<file path="config.mk">
export PLATFORM = sky130hd
export DESIGN_NAME = mx_acc2stream_serializer
export DESIGN_NICKNAME = d
export VERILOG_FILES = /design/src/rtl/mx_ser_pkg.sv /design/src/rtl/mx_ser_stall_counter.sv /design/src/rtl/mx_acc2stream_serializer.sv
export SDC_FILE = /design/constraint.sdc
export NUM_CORES = 1
export LEC_CHECK = 0
export CORE_AREA = 2 2 267 269
export CTS_CLUSTER_DIAMETER = 60
export DETAILED_ROUTE_END_ITERATION = 12
export DIE_AREA = 0 0 269 271
export PLACE_DENSITY = 0.72
export SYNTH_ARGS = -nofsm -noshare
export SYNTH_HDL_FRONTEND = slang
export SYNTH_SLANG_ARGS = --single-unit
</file>
<file path="constraint.sdc">
create_clock -name clk_i -period 57 [get_ports clk_i]
set_input_delay 11.4 -clock clk_i [delete_from_list [all_inputs] [get_ports clk_i]]
set_output_delay 11.4 -clock clk_i [all_outputs]
set_load 0.01 [all_outputs]
</file>
<file path="src/rtl/mx_ser_pkg.sv">
// Shared types and width helpers for the accelerator-to-stream serializer.
// Holds the FSM state type, default widths and beat-count derivation.
package mx_ser_pkg;

    localparam int unsigned DefInWidth  = 576;
    localparam int unsigned DefOutWidth = 64;

    typedef enum logic [0:0] {
        IDLE = 1'b0,
        SEND = 1'b1
    } ser_state_e;

    function automatic int unsigned ser_num_beats(
        input int unsigned in_w,
        input int unsigned out_w
    );
        return in_w / out_w;
    endfunction

    // Beat index is at least one bit wide even for a single-beat word.
    function automatic int unsigned ser_idx_width(
        input int unsigned in_w,
        input int unsigned out_w
    );
        int unsigned n;
        n = in_w / out_w;
        return (n <= 1) ? 1 : $clog2(n);
    endfunction

endpackage

</file>
<file path="src/rtl/mx_ser_stall_counter.sv">
// Saturating 32-bit count of output back-pressure cycles.
// Cleared only by reset; built only with MX_SER_STALL_CNT_EN.
module mx_ser_stall_counter (
    input  logic        clk_i,
    input  logic        rst_i,
    input  logic        stall_i,
    output logic [31:0] cnt_o
);

    logic [31:0] cnt_q;
    logic [31:0] cnt_d;

    // Increment on each stalled cycle, holding at all-ones.
    always_comb begin
        cnt_d = cnt_q;
        if (stall_i && (cnt_q != 32'hFFFF_FFFF)) begin
            cnt_d = cnt_q + 32'd1;
        end
    end

    // Counter register.
    always_ff @(posedge clk_i or posedge rst_i) begin
        if (rst_i) begin
            cnt_q <= '0;
        end else begin
            cnt_q <= cnt_d;
        end
    end

    assign cnt_o = cnt_q;

endmodule

</file>
<file path="src/rtl/mx_acc2stream_serializer.sv">
// Splits one wide accelerator word into NumBeats stream beats, LSB first.
// Optional stall counter enabled by macro MX_SER_STALL_CNT_EN.
module mx_acc2stream_serializer
    import mx_ser_pkg::*;
#(
    parameter int unsigned InWidth  = DefInWidth,
    parameter int unsigned OutWidth = DefOutWidth
) (
    input  logic                clk_i,
    input  logic                rst_i,
    input  logic [InWidth-1:0]  in_data_i,
    input  logic                in_valid_i,
    output logic                in_ready_o,
    output logic [OutWidth-1:0] out_data_o,
    output logic                out_valid_o,
    input  logic                out_ready_i,
    output logic                out_last_o,
    output logic                busy_o,
    output logic [31:0]         stall_cnt_o
);

    localparam int unsigned NumBeats = ser_num_beats(InWidth, OutWidth);
    localparam int unsigned IdxW     = ser_idx_width(InWidth, OutWidth);
    localparam logic [IdxW-1:0] LastIdx = IdxW'(NumBeats - 1);

    if ((InWidth % OutWidth) != 0) begin : g_width_chk
        $error("InWidth must be a multiple of OutWidth");
    end

    typedef logic [NumBeats-1:0][OutWidth-1:0] hold_t;

    ser_state_e      state_q, state_d;
    logic [IdxW-1:0] beat_q, beat_d;
    hold_t           hold_q, hold_d;

    logic out_hs;
    logic in_hs;

    assign busy_o      = (state_q == SEND);
    assign out_valid_o = busy_o;
    assign out_last_o  = busy_o && (beat_q == LastIdx);
    assign in_ready_o  = !busy_o || (out_last_o && out_ready_i);
    assign out_data_o  = hold_q[beat_q];

    assign out_hs = out_valid_o & out_ready_i;
    assign in_hs  = in_valid_i & in_ready_o;

    // Next-state: capture on input handshake, advance on beat handshake.
    always_comb begin
        state_d = state_q;
        beat_d  = beat_q;
        hold_d  = hold_q;
        unique case (state_q)
            IDLE: begin
                if (in_hs) begin
                    hold_d  = in_data_i;
                    beat_d  = '0;
                    state_d = SEND;
                end
            end
            SEND: begin
                if (out_hs) begin
                    if (out_last_o) begin
                        beat_d = '0;
                        if (in_hs) begin
                            hold_d = in_data_i;
                        end else begin
                            state_d = IDLE;
                        end
                    end else begin
                        beat_d = beat_q + IdxW'(1);
                    end
                end
            end
            default: begin
                state_d = IDLE;
                beat_d  = '0;
            end
        endcase
    end

    // State, beat index and holding register.
    always_ff @(posedge clk_i or posedge rst_i) begin
        if (rst_i) begin
            state_q <= IDLE;
            beat_q  <= '0;
            hold_q  <= '0;
        end else begin
            state_q <= state_d;
            beat_q  <= beat_d;
            hold_q  <= hold_d;
        end
    end

`ifdef MX_SER_STALL_CNT_EN
    mx_ser_stall_counter u_stall_cnt (
        .clk_i   (clk_i),
        .rst_i   (rst_i),
        .stall_i (out_valid_o & ~out_ready_i),
        .cnt_o   (stall_cnt_o)
    );
`else
    assign stall_cnt_o = 32'd0;
`endif

endmodule

</file>
Word-level counts from Yosys, hierarchy flattened
Index checks and enable logic that the tools add are counted.
- $add $sub $neg: 1
- multiply operators: 0
- div/mod/pow operators: 0
- order comparisons: 1
- eq/ne operators: 4
- shift-type cells: 0
- muxes and demuxes: 14
- bitwise operators: 3
- reductions and logical operators: 6
- operators with widths (kind ; count):
    576-bit two-way mux ; 3
    576-bit one-hot mux with 2 select lines ; 1
    64-bit binary-select mux with 4-bit select ; 1
    64-bit two-way mux ; 1
    4-bit two-way mux ; 3
    4-bit one-hot mux with 2 select lines ; 1
    4-bit by 5-bit less-than comparator with 1-bit output, second input constant ; 1
    4-bit by 1-bit adder with 4-bit output, second input constant ; 1
    4-bit == test, second input constant ; 1
    2-bit != test, second input constant ; 2
    2-bit AND reduction ; 2
    1-bit two-way mux ; 3
    1-bit AND ; 2
    1-bit logical AND ; 2
    2-bit by 1-bit != test with 1-bit output, second input constant ; 1
    1-bit one-hot mux with 2 select lines ; 1
    1-bit logical NOT ; 1
    1-bit logical OR ; 1
    1-bit inverter ; 1
- register bits after elaboration: 581
- bits in latches: 0
- RAM bits: 0
- bits in read-only memories: 0
- input bits: 580
- output and inout port bits: 100
- word-level logic and storage cells: 40
- memories kept: 0

Depth between registers and ports, before layout
Gate-level depths: netlist (run 1).
- depth after elaboration: 9
- mapped depth: 11
- gate-level depth less buffers: 5

Least setup slack after synthesis (run 1)
Ideal clock, no wire load.
- path type: input to output
- start point: input out_ready_i
- end point: output in_ready_o
- data arrival time: 11612 ps
- data required time: 45600 ps
- slack: 33988 ps
- cell stages on the path: 2
- buffers on the path: 0
- path through: nand4b_4 > nand2_1
- longest elaborated chain between the ends: 2
- ends and longest elaborated chain (element ; RTL line ; text):
    start: declaration ; mx_acc2stream_serializer.sv:16 ; input logic out_ready_i,
    1-bit logical AND ; mx_acc2stream_serializer.sv:42 ; assign in_ready_o = !busy_o || (out_last_o && out_ready_i);
    1-bit logical OR ; mx_acc2stream_serializer.sv:42 ;
    end: declaration ; mx_acc2stream_serializer.sv:13 ; output logic in_ready_o,
Every way passes these cells.

Worst setup path after layout (run 1)
Ends and elaborated chain as after synthesis.

==> metrics, run 1 <==
Final #Nets=2,998; Port Buf Inserts=roughly 650; crit start category=primary input; Setup TNS Final=0 ps; fmax=between 40 and 50 MHz; global-route wire length before repair=approximately 130,000 um; RSZ-0062 raised after global routing=no; Yosys top cell area share=50.00%; worst hold path type=reg2reg; Fill cells=between 5k and 6k; Iteration-0 DRC Markers=~1.1k; commonest non-fill, non-tap cell in the layout=clkdlybuf4s50_1; WL/cell=26.46 um; largest net degree at the start of global routing=128; RR Startpoint=beat_q[0]; Max FO, Critical Path=7; final period utilization=42.54%; CORE AREA=between 60,000 and 70,000 um^2; hold_sp=hold_q[292]; Final HPWL DP=approximately 65,000 um; Crit Path Class=in2out; synth warn=0; pre-CTS WS=~33,000 ps; measured slew at the worst slew-check pin=1165 ps; Hold Path Depth=1; die span in y=271 um; Rel. slew slack=~22%; area of the mapped netlist=around 29,000 um^2; largest family of logic cells by synthesized area=multiplexers; Finished Layout Cells=3,432; Finish-stage setup viols=0; Worst R2R Path Depth=9; residual DRC count=0; clk buf depth=3; Simple-Gate Fraction of Synth Area=0.4303%; Overflow after GRT=0; overall power=2.130 mW; maximum VDD drop=slightly below 0.04 mV; fraction of layout cells with a size suffix above 1=between 20% and 30%; endpoints failing hold=0; die width=269 um; leakage power total=16.51 nW; ranking of synthesized cells by area=dfrtp_1 (50%), mux2_4 (26%), mux2i_1 (8.9%); FP Rows=97; Hold Path End=hold_q[292]; htree depth=3; Starting Density=a little over two fifths; Syn Inst Count=~1.8k; sequential share of the synthesized area=roughly half; reg2reg setup slack=roughly 50,000 ps; clk_skew=24.90 ps; vias in the first global route=roughly 20k; antenna violations before repair=31; routability cong.=~0.87; Post-Synth XOR/XNOR Area=0%; cts repair resizes=0; worst setup slack after layout=32,750 ps; power per cell area=about 56 nW/um^2; RR Endpoint=hold_q[262]; Avg Inst Size Synth=16.08 um^2; Max-Cap Viols=0; post-CTS setup buffer count=0; outcome=finished clean; area leader, netlist=dfrtp_1; synthesized-area fraction occupied by adder cells=less than 1%; Distinct cells, synth=32; Die Area=around 73,000 um^2; I/O pins=680; min Tclk post-route=approximately 24,000 ps; Inst Count DP=3,284; Syn-to-layout area delta=30.32%; root buffer cell=clkbuf_16; DR vias=about 18k; drt first pass iters=4; arrival time worst endpoint=approximately 13,000 ps; CTS Sinks=just under 600; critical path capture point type=primary output; mux cell area share after synthesis=37.64%; Total GRT Usage=24.47%; Reg clk slew, reported paths=60 ps; CP required=~46,000 ps; clk_lat worst skew=just over 600 ps; DR vias/cell=roughly 5.2; Yosys reg bits=between 500 and 600; commonest non-fill, non-tap cells in the layout=clkdlybuf4s50_1 (647), dfrtp_1 (580), mux2_4 (500); Routed Antenna Nets=0; WL final=~91,000 um; Pins Over Slew Limit=0; CTS tree=done; post-synthesis compound-gate area fraction=under 10%; CTS Hold Bufs=0; Num CTS Buffers=70
where the power goes:
| group | internal [mW] | switching (mW) |
|---|---|---|
| registers | 0.618 | 0.131 |
| clock network | 0.292 | 0.186 |
| logic | 0.521 | 0.382 |
worst max-delay path, cell delays in order:
cell	delay, ps
clkdlybuf4s50_1	620
nand4b_4	160
nand2_1	120
clkdlybuf4s50_1	550
cells by family after synthesis:
kind of cell	Yosys count
multiplexers	834
AND/OR/NAND/NOR	17
other	1
flip-flops	581
adder cells (fa/ha/maj)	2
buffers and inverters	176
AO/OA/AOI/OAI	198
area by class of cell:
cell class              count  area (um^2)  area share [%]
inverters                   7        35.03         0.09245
repair buffers            673         6696           17.67
multi-input cells        1083        12890           34.01
clock inverters            28        407.9           1.076
well taps                 940         1176           3.104
flip-flops and latches    581        14540           38.37
clock buffers             100         2098           5.537
diodes                     20        50.05          0.1321
how the worst max path moves through the flow:
stage / from / end / slack (ps) / cells after the start
after global routing: out_ready_i / in_ready_o / 32680 / 4
after floorplan: rst_i / beat_q[0] / 29340 / 1
final: out_ready_i / in_ready_o / 32750 / 4
after CTS: out_ready_i / in_ready_o / 32750 / 4
after detailed placement: out_ready_i / in_ready_o / 32760 / 4
after global placement: out_ready_i / in_ready_o / 32760 / 4
registers in the layout (all words and copies together), names as in the netlist:
register	count
hold_q	576
busy_o	1
beat_q	4
cells in the mapped netlist:
cell      count
a32o_1       64
nor4_4        1
nand2b_1      1
mux2_4      500
nor2b_1       2
a41oi_1       2
mux2_1        5
a21boi_2      1
o21ai_0       3
mux2_2       71
nand4_1       1
buf_2        31
clkbuf_1     34
nand3_1       2
and2_1        1
nor2_2        1
buf_1         3
nor2_1        1
buf_8         1
dfrtp_1     581
nand3b_1      1
nand4b_4      1
buf_12       55
conb_1        1
or3_1         1
mux2i_1     258
buf_4        39
a22oi_1     128
ha_1          2
buf_6         6
nand2_1       4
inv_1         7
through the flow:
step                util [%]  hold WS [ps]  cell area [um^2]
global route           54.29         517.6             37890
floorplan                  -         457.4             29200
global placement       50.64         471.9             35340
detailed placement     50.64         482.0             35340
finish                 54.30         490.0             37900
CTS                    54.23         492.6             37850
layer usage:
metal,GRT usage (%),wire (um),vias up
met2,41.00,45300,624
met4,15.12,5049,18
met1,26.47,32510,9169
met5,0,115,-
met3,8.319,7849,177
li1,-,-,7886
No activity file was read; power rests on OpenSTA's default activity.
==> run 2, diff against run 1 <==
--- a/config.mk
+++ b/config.mk
@@ -5,11 +5,11 @@
 export SDC_FILE = /design/constraint.sdc
 export NUM_CORES = 1
 export LEC_CHECK = 0
-export CORE_AREA = 2 2 267 269
+export CORE_AREA = 2 2 262 264
 export CTS_CLUSTER_DIAMETER = 60
 export DETAILED_ROUTE_END_ITERATION = 12
-export DIE_AREA = 0 0 269 271
-export PLACE_DENSITY = 0.72
+export DIE_AREA = 0 0 264 266
+export PLACE_DENSITY = 0.77
 export SYNTH_ARGS = -nofsm -noshare
 export SYNTH_HDL_FRONTEND = slang
 export SYNTH_SLANG_ARGS = --single-unit
==> constraint.sdc (replaced) <==
create_clock -name clk_i -period 22.3 [get_ports clk_i]
set_input_delay 4.46 -clock clk_i [delete_from_list [all_inputs] [get_ports clk_i]]
set_output_delay 4.46 -clock clk_i [all_outputs]
set_load 0.01 [all_outputs]
==> run 2 against run 1 <==
  * Total power grew to 2.5 times the previous value
  * Flip-flop and latch count unchanged
  * Global-route usage rose by 0.80 points
  * Sequential share of layout area up 0.30 points
  * First-iteration DRC count rose by 0.97%
  * Routed wire length shrank 0.80%
  * Non-clock buffer count decreased by 2
  * Count of clock-buffer cells in the layout fell by 1
  * Via count grew 0.46%
  * Critical path type unchanged
==> metrics, run 2 (synthesis results as in run 1) <==
final period utilization=46.58%; hold slack=~500 ps; met1 Track Usage GR=between 20% and 30%; cts repair resizes=0; largest net degree at the start of global routing=between 150 and 200; CTS tree=done; power per cell area=roughly 140 nW/um^2; routability cong.=0.9068; Setup TNS Final=0 ps; min Tclk post-route=just over 10,000 ps; post-CTS setup buffer count=0; met3 GRT Util=~7.5%; Port Buf Inserts=647; maximum VDD drop=~0.12 mV; Num CTS Buffers=70; clk_lat worst skew=about 600 ps; worst hold path type=reg2reg; measured slew at the worst slew-check pin=1345 ps; Pins Over Slew Limit=0; WL final=90,100 um; Finish-stage setup viols=0; FP Rows=96; DR vias=17.96k; Hold Path Depth=1; Die Area=about 70,000 um^2; DR vias/cell=5.338; CP required=about 18,000 ps; Starting Density=42.93%; root buffer cell=clkbuf_16; arrival time worst endpoint=just under 6000 ps; leakage power total=roughly 16 nW; Largest Register=hold_q; max reg flops=around 580; critical path capture point type=primary output; crit start category=primary input; Reg clk slew, reported paths=approximately 60 ps; Total GRT Usage=25.27%; antenna violations before repair=27; htree depth=3; commonest non-fill, non-tap cell in the layout=clkdlybuf4s50_1; fraction of layout cells with a size suffix above 1=between 20 and 30%; I/O pins=680; Final #Nets=about 3k; CTS Sinks=around 580; Routed Antenna Nets=0; Worst R2R Path Depth=9; global-route wire length before repair=roughly 130,000 um; Syn-to-layout area delta=29.30%; Crit Path Class=in2out; met2 Resource Use GR=between 40% and 50%; Overflow after GRT=0; Max FO, Critical Path=7; drt first pass iters=5; CORE AREA=approximately 68,000 um^2; gr busiest metal=met2; vias in the first global route=~20k; Iteration-0 DRC Markers=between 1k and 1.5k; clk buf depth=3; endpoints failing hold=0; outcome=finished clean; die width=around 260 um; die span in y=roughly 270 um; RSZ-0062 raised after global routing=no; residual DRC count=0; Rel. slew slack=slightly above 10%; commonest non-fill, non-tap cells in the layout=clkdlybuf4s50_1 (647), dfrtp_1 (580), mux2_4 (500); Max-Cap Viols=0; CTS Hold Bufs=0; WL/cell=roughly 27 um; clk_skew=29.07 ps; fmax=about 96 MHz; Final HPWL DP=64,470 um
## run 2: cell types whose count changed in the layout (fill, tap and decap cells not counted), moves of 3 or more
cell        delta
clkinvlp_4     -4
bufinv_16      -3
clkinv_2       -3
inv_6          +3
clkbuf_1       +4
clkbuf_8       -3
buf_4          -3
## run 2: cell type report
type | instances | area (um^2)
clock inverters | 21 | 262.8
repair buffers | 671 | 6694
multi-input cells | 1083 | 12890
fillers | 5314 | 30150
clock buffers | 99 | 2022
inverters | 7 | 35.03
diodes | 20 | 50.05
flip-flops and latches | 581 | 14540
well taps | 882 | 1104
## run 2: critical path, cell delays in order
cell and delay (ps):
clkdlybuf4s50_1 630, nand4b_4 160, nand2_1 120, clkdlybuf4s50_1 550
## run 2: final timing paths
kind                                  start     endpoint  slack, ps
worst max-delay path            out_ready_i   in_ready_o      11910
worst min-delay path            hold_q[267]  hold_q[267]        490
worst max register to register    beat_q[0]  hold_q[259]      16020
worst min register to register  hold_q[267]  hold_q[267]        490
max in group asynchronous             rst_i  hold_q[432]      14480
min in group asynchronous             rst_i  hold_q[210]       4460
## run 2: metrics by stage
step | area, um^2 | total power, mW | utilization, % | instances | setup slack (ps)
after floorplan | 29200 | 3.290 | - | 1840 | 1584
after CTS | 37550 | 5.419 | 55.43 | 3344 | 11910
after global placement | 35270 | 4.167 | 52.06 | 3224 | 11920
after detailed placement | 35270 | 4.238 | 52.06 | 3224 | 11920
final | 37600 | 5.369 | 55.50 | 3364 | 11910
after global routing | 37590 | 5.619 | 55.49 | 3361 | 11860
## run 2: power by group
part	switching, mW	internal [mW]	leakage, nW
clock	0.461	0.681	1.13
combinational	0.966	1.33	8.25
sequential	0.346	1.58	7.03
## run 2: layer usage
| layer | vias to the layer above | wire length [um] |
|---|---|---|
| li1 | 7869 | - |
| met1 | 9245 | 33060 |
| met2 | 649 | 46010 |
| met3 | 177 | 6444 |
| met4 | 16 | 4498 |
| met5 | - | 84 |
